### src/rtl/dct_tx_serializer.sv
// dct_tx_serializer: turns one coefficient block from dct_core into a byte
// stream for uart_tx, MSB byte first, with a one-deep pending slot and a
// sticky overflow flag for blocks that arrive while both slots are full.
// Optional feature: define DCT_TX_CHECKSUM_EN to append an XOR checksum byte
// after the data bytes of every frame.
module dct_tx_serializer #(
    parameter int NUM_BYTES   = 32,
    parameter int ACK_TIMEOUT = 16
) (
    input  logic                   clk,
    input  logic                   rst_n,
    input  logic [8*NUM_BYTES-1:0] blk_data,
    input  logic                   blk_valid,
    input  logic                   tx_busy,
    output logic [7:0]             tx_byte,
    output logic                   tx_valid,
    output logic                   frame_done,
    output logic                   overflow,
    output logic                   idle
);

    localparam int BLK_W = 8 * NUM_BYTES;
`ifdef DCT_TX_CHECKSUM_EN
    localparam int FRAME_LEN = NUM_BYTES + 1;
`else
    localparam int FRAME_LEN = NUM_BYTES;
`endif
    // index must hold every byte position of a frame without wrapping
    localparam int IDX_W = $clog2(FRAME_LEN + 1);
    localparam int TMO_W = $clog2(ACK_TIMEOUT + 1);
    localparam logic [IDX_W-1:0] LAST_IDX = IDX_W'(FRAME_LEN - 1);
    localparam logic [TMO_W-1:0] TMO_LAST = TMO_W'(ACK_TIMEOUT - 1);

    typedef enum logic [2:0] {
        S_IDLE,
        S_SEND,
        S_WAIT_ACK,
        S_WAIT_DONE,
        S_NEXT
    } state_t;

    state_t             state_q, state_d;
    logic [IDX_W-1:0]   idx_q, idx_d;
    logic [TMO_W-1:0]   tmo_q, tmo_d;
    logic [BLK_W-1:0]   act_q, act_d;
    logic [BLK_W-1:0]   pend_q, pend_d;
    logic               pend_vld_q, pend_vld_d;
    logic [7:0]         tx_byte_q, tx_byte_d;
    logic               tx_valid_q, tx_valid_d;
    logic               frame_done_q, frame_done_d;
    logic               overflow_q, overflow_d;
    logic               idle_q, idle_d;
    logic               start;
    logic               is_last;
    logic [7:0]         cur_byte;
`ifdef DCT_TX_CHECKSUM_EN
    localparam logic [IDX_W-1:0] CSUM_IDX = IDX_W'(NUM_BYTES);
    logic [7:0]         csum_q, csum_d;
`endif

    assign is_last = (idx_q == LAST_IDX);

    // byte presented to uart_tx: active register is shifted so the next
    // data byte is always at the top; the checksum slot sends the XOR
    always_comb begin
        cur_byte = act_q[BLK_W-1 -: 8];
`ifdef DCT_TX_CHECKSUM_EN
        if (idx_q == CSUM_IDX) begin
            cur_byte = csum_q;
        end
`endif
    end

    // block intake: active/pending slot management and overflow detection
    always_comb begin
        act_d      = act_q;
        pend_d     = pend_q;
        pend_vld_d = pend_vld_q;
        overflow_d = overflow_q;
        start      = 1'b0;
        if (state_q == S_IDLE) begin
            if (pend_vld_q) begin
                // promote pending; a simultaneous new block refills the slot
                act_d      = pend_q;
                start      = 1'b1;
                pend_vld_d = 1'b0;
                if (blk_valid) begin
                    pend_d     = blk_data;
                    pend_vld_d = 1'b1;
                end
            end else if (blk_valid) begin
                act_d = blk_data;
                start = 1'b1;
            end
        end else begin
            // frame active (NEXT included): pending first, else drop
            if (blk_valid) begin
                if (!pend_vld_q) begin
                    pend_d     = blk_data;
                    pend_vld_d = 1'b1;
                end else begin
                    overflow_d = 1'b1;
                end
            end
            if (state_q == S_NEXT && !is_last) begin
                act_d = act_q << 8;
            end
        end
    end

    // frame sequencing: send a byte, wait for the uart handshake, advance
    always_comb begin
        state_d      = state_q;
        idx_d        = idx_q;
        tmo_d        = tmo_q;
        tx_byte_d    = tx_byte_q;
        tx_valid_d   = 1'b0;
        frame_done_d = 1'b0;
        case (state_q)
            S_IDLE: begin
                if (start) begin
                    state_d = S_SEND;
                    idx_d   = '0;
                end
            end
            S_SEND: begin
                if (!tx_busy) begin
                    tx_byte_d  = cur_byte;
                    tx_valid_d = 1'b1;
                    tmo_d      = '0;
                    state_d    = S_WAIT_ACK;
                end
            end
            S_WAIT_ACK: begin
                // a uart that never raises busy still lets the frame finish
                if (tx_busy) begin
                    state_d = S_WAIT_DONE;
                end else if (tmo_q == TMO_LAST) begin
                    state_d = S_NEXT;
                end else begin
                    tmo_d = tmo_q + TMO_W'(1);
                end
            end
            S_WAIT_DONE: begin
                if (!tx_busy) begin
                    state_d = S_NEXT;
                end
            end
            S_NEXT: begin
                if (is_last) begin
                    frame_done_d = 1'b1;
                    idx_d        = '0;
                    state_d      = S_IDLE;
                end else begin
                    idx_d   = idx_q + IDX_W'(1);
                    state_d = S_SEND;
                end
            end
            default: begin
                state_d = S_IDLE;
            end
        endcase
        idle_d = (state_d == S_IDLE) && !pend_vld_d;
    end

`ifdef DCT_TX_CHECKSUM_EN
    // running XOR of the data bytes of the current frame
    always_comb begin
        csum_d = csum_q;
        if (start) begin
            csum_d = '0;
        end else if (state_q == S_SEND && !tx_busy && idx_q != CSUM_IDX) begin
            csum_d = csum_q ^ act_q[BLK_W-1 -: 8];
        end
    end
`endif

    // state and output registers with synchronous reset
    always_ff @(posedge clk) begin
        if (!rst_n) begin
            state_q      <= S_IDLE;
            idx_q        <= '0;
            tmo_q        <= '0;
            act_q        <= '0;
            pend_q       <= '0;
            pend_vld_q   <= 1'b0;
            tx_byte_q    <= '0;
            tx_valid_q   <= 1'b0;
            frame_done_q <= 1'b0;
            overflow_q   <= 1'b0;
            idle_q       <= 1'b1;
`ifdef DCT_TX_CHECKSUM_EN
            csum_q       <= '0;
`endif
        end else begin
            state_q      <= state_d;
            idx_q        <= idx_d;
            tmo_q        <= tmo_d;
            act_q        <= act_d;
            pend_q       <= pend_d;
            pend_vld_q   <= pend_vld_d;
            tx_byte_q    <= tx_byte_d;
            tx_valid_q   <= tx_valid_d;
            frame_done_q <= frame_done_d;
            overflow_q   <= overflow_d;
            idle_q       <= idle_d;
`ifdef DCT_TX_CHECKSUM_EN
            csum_q       <= csum_d;
`endif
        end
    end

    assign tx_byte    = tx_byte_q;
    assign tx_valid   = tx_valid_q;
    assign frame_done = frame_done_q;
    assign overflow   = overflow_q;
    assign idle       = idle_q;

endmodule

### config.mk
export PLATFORM = sky130hd
export DESIGN_NAME = dct_tx_serializer
export DESIGN_NICKNAME = d
export VERILOG_FILES = /design/src/rtl/dct_tx_serializer.sv
export SDC_FILE = /design/constraint.sdc
export NUM_CORES = 1
export LEC_CHECK = 0
export BUFFER_PORTS_ARGS = -buffer_cell sky130_fd_sc_hd__clkbuf_2
export CORE_MARGIN = 2
export CORE_UTILIZATION = 60
export CTS_BUF_LIST = sky130_fd_sc_hd__clkbuf_8
export DETAILED_ROUTE_END_ITERATION = 8
export PLACE_DENSITY = 0.93
export SETUP_SLACK_MARGIN = 0.1
export SYNTH_ARGS = -nofsm -noshare
export SYNTH_HDL_FRONTEND = slang
export SYNTH_SLANG_ARGS = --single-unit
export TNS_END_PERCENT = 20
### constraint.sdc
create_clock -name clk -period 2.3 [get_ports clk]
set_clock_uncertainty 0.2 [all_clocks]
set_input_delay 0.575 -clock clk [delete_from_list [all_inputs] [get_ports clk]]
set_output_delay 0.575 -clock clk [all_outputs]
set_load 0.05 [all_outputs]
==> results_dict.tcl, run 1 <==
set metrics [dict create \
    status "finished, violations left" \
    violations_in_the_final_reports "DRC, setup timing" \
    synth_area_per_cell_um2 8.045 \
    startpoint_type "flip-flop" \
    area_of_the_core_mm2 0.03964 \
    floorplan.die.height_um 204.1 \
    crit_type "flip-flop to flip-flop" \
    layout.cells.most_common "nand2_1" \
    design.die.area_mm2 0.04165 \
    drt_iter0_markers 3850 \
    synth_enable_flop_cells 0 \
    area_growth_syn_to_layout_pct 26.62 \
    clock-root-buffer "clkbuf_8" \
    drt_wl_cell_um 21.12 \
    min_from "blk_data[138]" \
    initial_core_util 0.6060 \
    hpwl_um 41430 \
    final.min_clock_period_ps 2372 \
    synth_fp_nets 3249 \
    fraction_of_the_core_area_covered_by_cells_at_the_end_of_the_flow 0.7673 \
    drc_errors 10 \
    synth_area_mm2 0.02402 \
    worst-r2r-cell-count 5 \
    finalSetupViolations 1 \
    dominantRegCellSynth "dfxtp_1" \
    dr_total_vias 25790 \
    gp_routability_congestion 0.8711 \
    grt.total_usage 0.3755 \
    flops_latches_synth 539 \
    worst_hold_path.num_cells 3 \
    synth.yosys.seq_area_share 0.4492 \
    routed_wirelength_um 84360 \
    slowest_stage "dfxtp_2" \
    layout.cells.most_common_list "nand2_1 (785), dfxtp_1 (535), a21oi_1 (272), clkbuf_2 (270), nand3_1 (268)" \
    setup_tns_ps -71.57 \
    buffers_from_clock_root_to_sink_at_most 3 \
    drv_slew 0 \
    antenna_violations_before_repair 6 \
    min-delay-path-class "input port to flip-flop" \
    num_io_pins 272 \
    instance_count_of_the_mapped_netlist 2986 \
    fill_cells 2204 \
    synth.lib_cells_used.distinct 46 \
    worst_pin_slew_ps 500.9 \
    tritoncts "yes" \
    worst_ep_arrival_time_ps 2710 \
    detailedRoute.firstPassIterationCount 9 \
    min_delay_worst_endpoint "pend_q[138]" \
    num-nets-final 3669 \
    maxcap_violations 0 \
    grt_first_pass_wirelength_um 126400 \
    synthArstFlopShare 0 \
    ant_nets 0 \
    max_freq_ghz 0.4217 \
    drive_gt1_frac 0.1488 \
    htree_levels 3 \
    power.density_cell_area_mw_per_mm2 815.6 \
    r2r_slack_ps -70 \
    io_buffers 271 \
    yosys_warnings 0 \
    timing.slew.headroom 0.6661 \
    numClockSinks 539 \
    grt_setup_unrepaired "true" \
    r2r-end "act_q[8]" \
    vdd_drop_max_uv 638.1 \
    finalCritPeriodShare 1.031 \
    clk_pin_slew_ps 60 \
    crit_path_cell_trace "or3_1, o211a_4, buf_16, o211ai_1, a21oi_1" \
    grt_max_degree 93 \
    vias_per_cell 6.456 \
    total_leakage_power_nw 11.82 \
    slack_of_the_critical_path_ps -71.57 \
    placement_rows 73 \
    worst-path-max-fanout 73 \
    grt_remaining_overflow 0 \
    via_count_of_the_first_global_routing_pass 24940 \
    endpoint_kind "flip-flop" \
    floorplan.die.width_um 204.1 \
    required_ps 2640 \
    cp_slowest_stage_delay_ps 500 \
    hold-worst-slack_ps 4.074 \
    timing.rr.start "state_q[2]" \
    worstSkewPairLatency_ps 670 \
    cts_inserted_buffers 86 \
    timing.final.hold_violations 0 \
]
==> worst max-delay path by stage <==
stage          startpoint  depth (start not counted)     endpoint
2_1_floorplan     tx_busy                          5     tmo_q[1]
5_1_grt        state_q[2]                          5     act_q[8]
6_report       state_q[2]                          5     act_q[8]
3_3_place_gp    blk_valid                          7   act_q[230]
4_1_cts        state_q[1]                          6  pend_q[239]
3_5_place_dp    blk_valid                          7    act_q[33]
==> cells in the mapped netlist (2+ instances only) <==
| cell | n | area share |
|---|---|---|
| nand2_1 | 785 | 0.12 |
| dfxtp_1 | 539 | 0.45 |
| a21oi_1 | 274 | 0.057 |
| nand3_1 | 269 | 0.056 |
| o211ai_1 | 249 | 0.078 |
| mux2i_1 | 248 | 0.10 |
| o21ai_0 | 166 | 0.035 |
| clkbuf_1 | 144 | 0.023 |
| o21ai_1 | 96 | 0.020 |
| buf_2 | 92 | 0.019 |
| buf_1 | 31 | 0.0048 |
| buf_6 | 22 | 0.010 |
| mux2_2 | 9 | 0.0042 |
| nor2_1 | 9 | 0.0014 |
| or3_1 | 6 | 0.0016 |
| inv_1 | 5 | 0.00078 |
| nor3_1 | 5 | 0.0010 |
| ha_1 | 3 | 0.0016 |
| a31oi_1 | 2 | 0.00052 |
| and3_1 | 2 | 0.00052 |
| nand2b_1 | 2 | 0.00052 |
| nand3b_1 | 2 | 0.00062 |
| o211a_1 | 2 | 0.00083 |
| or2_2 | 2 | 0.00052 |
==> critical path, delay by kind of cell, from the launching register on <==
kind	cells	cell delay [ps]
flip-flops	1	500
AND/OR/NAND/NOR	1	300
AO/OA/AOI/OAI	3	950
buffers and inverters	1	280
==> power by group <==
group	internal (mW)	switching, mW
Sequential	10.3	0.683
Clock	4.07	3.98
Combinational	2.31	3.45
Total	16.7	8.11
==> layout make-up <==
| type | count | area (um^2) | share of cell area |
|---|---|---|---|
| Multi-Input combinational cell | 2150 | 11900 | 0.3912 |
| Sequential cell | 539 | 10800 | 0.3550 |
| Timing Repair Buffer | 623 | 5414 | 0.1780 |
| Clock buffer | 101 | 1390 | 0.04570 |
| Tap cell | 525 | 656.9 | 0.02160 |
| Clock inverter | 43 | 211.5 | 0.006952 |
| Inverter | 6 | 30.03 | 0.0009872 |
| Antenna cell | 7 | 17.52 | 0.0005759 |
==> metrics by stage <==
stage	cells	total power, mW	instance area (um^2)	setup slack [ps]
global placement	3573	15.52	25800	113.8
detailed placement	3573	15.78	25800	31.97
finish	3994	24.81	30420	-71.57
global route	3993	25.61	30410	-161.5
CTS	3970	23.88	29990	69.02
floorplan	2986	14.30	24020	153.4
==> logic make-up after synthesis <==
group / synth area share
adder cells (fa/ha/maj): 0.001563
flip-flops: 0.4492
AND/OR/NAND/NOR: 0.1889
XOR/XNOR: 0.0003647
buffers and inverters: 0.05870
multiplexers: 0.1076
AO/OA/AOI/OAI: 0.1937
==> state kept, by name (all words and copies together), names as in the netlist, 3 cells and up <==
signal   count
act_q      256
idx_q        6
pend_q     256
state_q      3
tmo_q        5
tx_byte      8
==> metal layers <==
metal  part of all wire  vias to the layer above  track usage
met5                  0                        -            0
met4              0.081                        0       0.2839
met3               0.10                      628      0.08817
met2               0.48                     2146       0.6264
met1               0.34                    11730       0.4162
li1                   -                    11280            -
==> what timing repair did <==
item / in CTS / in global routing
hold buffers: 251 / 0
setup buffers: 0 / 8
gates cloned: 2 / 9
resized for setup: 2 / 30
endpoints found under the setup margin: 45 / 445
hold endpoints to repair: 251 / 0
pin swaps: 0 / 2
Power figures use the tool's default switching activity.
==> run 2: changes to the inputs <==
- CORE_UTILIZATION: 60 -> 45
- PLACE_DENSITY: 0.93 -> 0.75
==> results_dict.tcl, run 2 (synthesized netlist as in run 1, its figures left out) <==
set metrics [dict create \
    ant_nets 0 \
    placement_rows 84 \
    final.min_clock_period_ps 2191 \
    area_growth_syn_to_layout_pct 28.63 \
    hpwl_um 42020 \
    fill_cells 4443 \
    status "finished, final reports clean" \
    num_io_pins 272 \
    crit_type "flip-flop to flip-flop" \
    layout.cells.most_common "nand2_1" \
    min-delay-path-class "input port to flip-flop" \
    vias_per_cell 5.465 \
    num-nets-final 3712 \
    area_of_the_core_mm2 0.05266 \
    worstSkewPairLatency_ps 670 \
    fraction_of_the_core_area_covered_by_cells_at_the_end_of_the_flow 0.5868 \
    via_count_of_the_first_global_routing_pass 22000 \
    drc_errors 0 \
    tritoncts "yes" \
    dr_total_vias 22990 \
    crit_path_cell_trace "or4_1, nand3_4, buf_16, buf_12, nand3_1, o21ai_0" \
    worst_pin_slew_ps 545.5 \
    cp_slowest_stage_delay_ps 580 \
    floorplan.die.height_um 235.0 \
    clock-root-buffer "clkbuf_8" \
    numClockSinks 539 \
    power_mw 25.15 \
    finalCritPeriodShare 0.9525 \
    design.die.area_mm2 0.05525 \
    startpoint_type "flip-flop" \
    grt_remaining_overflow 0 \
    routed_wirelength_um 69270 \
    drt_iter0_markers 1838 \
    layout.cells.most_common_list "nand2_1 (785), dfxtp_1 (537), a21oi_1 (274), nand3_1 (269), clkbuf_2 (269)" \
    timing.final.hold_violations 0 \
    maxcap_violations 0 \
    timing.slew.headroom 0.6363 \
    floorplan.die.width_um 235.0 \
    vdd_drop_max_uv 572.2 \
    grt_setup_unrepaired "true" \
    drive_gt1_frac 0.1581 \
    required_ps 2650 \
    io_buffers 271 \
    drt_wl_cell_um 16.46 \
    grt_max_degree 136 \
    max_freq_ghz 0.4565 \
    htree_levels 3 \
    initial_core_util 0.4562 \
    grt.total_usage 0.2413 \
    power.density_cell_area_mw_per_mm2 814.0 \
    dp_slack_ps -38.71 \
    drv_slew 0 \
    antenna_violations_before_repair 1 \
    finalSetupViolations 0 \
    slack_of_the_critical_path_ps 109.3 \
    setup_tns_ps 0 \
    grt_first_pass_wirelength_um 111300 \
    cts_inserted_buffers 90 \
    detailedRoute.firstPassIterationCount 6 \
    worst_ep_arrival_time_ps 2540 \
    gp_routability_congestion 0.8078 \
    clk_pin_slew_ps 60 \
    endpoint_kind "flip-flop" \
    worst-path-max-fanout 62 \
    slowest_stage "or4_1" \
    total_leakage_power_nw 12.02 \
    buffers_from_clock_root_to_sink_at_most 3 \
]
[run 2: changes by cell type in the layout (fill, tap and decap cells not counted), moves of 9 or more]
| cell | change |
|---|---|
| buf_16 | -9 |
| clkbuf_16 | -9 |
| buf_12 | +10 |
| buf_4 | +47 |
| clkbuf_8 | +15 |
[run 2: area by class of cell]
type	count	area (um^2)	share of cell area
clock inverters	45	304.0	0.009840
diodes	2	5.005	0.0001620
repair buffers	662	5472	0.1771
inverters	6	30.03	0.0009718
multi-input cells	2150	11850	0.3835
flip-flops and latches	539	10800	0.3494
clock buffers	115	1583	0.05122
well taps	688	860.8	0.02786
[run 2: what timing repair did]
action / in CTS / in global routing
endpoints found under the hold margin: 256 / 0
setup buffers: 0 / 3
pin swaps: 0 / 1
endpoints found under the setup margin: 5 / 192
hold buffers: 256 / 0
resized for setup: 3 / 1
[run 2: power breakdown]
group	total, mW	internal [mW]	switching, mW
clock	8.90	4.93	3.97
combinational	5.35	2.27	3.08
sequential	10.9	10.3	0.578
[run 2: routing by layer]
metal | track usage | up-vias | wire length (um)
met2 | 0.3992 | 758 | 33160
met5 | 0 | - | 0
met3 | 0.04335 | 198 | 3963
li1 | - | 11380 | -
met4 | 0.1074 | 0 | 2445
met1 | 0.3074 | 10660 | 29690
[run 2: path summary, 6_finish.rpt]
kind / cells after the start / start / endpoint / slack [ps]
hold / removal: 3 / rst_n / pend_q[112] / 90
setup / recovery: 6 / state_q[1] / pend_q[22] / 110
setup reg to reg: 6 / state_q[1] / pend_q[22] / 110
hold reg to reg: 2 / act_q[254] / tx_byte[6] / 240
[run 2: through the flow]
| stage | instances | hold slack [ps] | area (um^2) |
|---|---|---|---|
| floorplan | 2986 | 231.9 | 24020 |
| detailed placement | 3786 | 246.7 | 26380 |
| finish | 4207 | 86.02 | 30900 |
| CTS | 4202 | 6.973 | 30840 |
| global route | 4206 | 65.31 | 30900 |
| global placement | 3786 | 241.2 | 26380 |
[run 2: critical path, delay by kind of cell (launching register included)]
family / cells / cell delay (ps)
simple gates: 3 / 800
buf+inv: 2 / 480
flops: 1 / 400
compound gates: 1 / 150
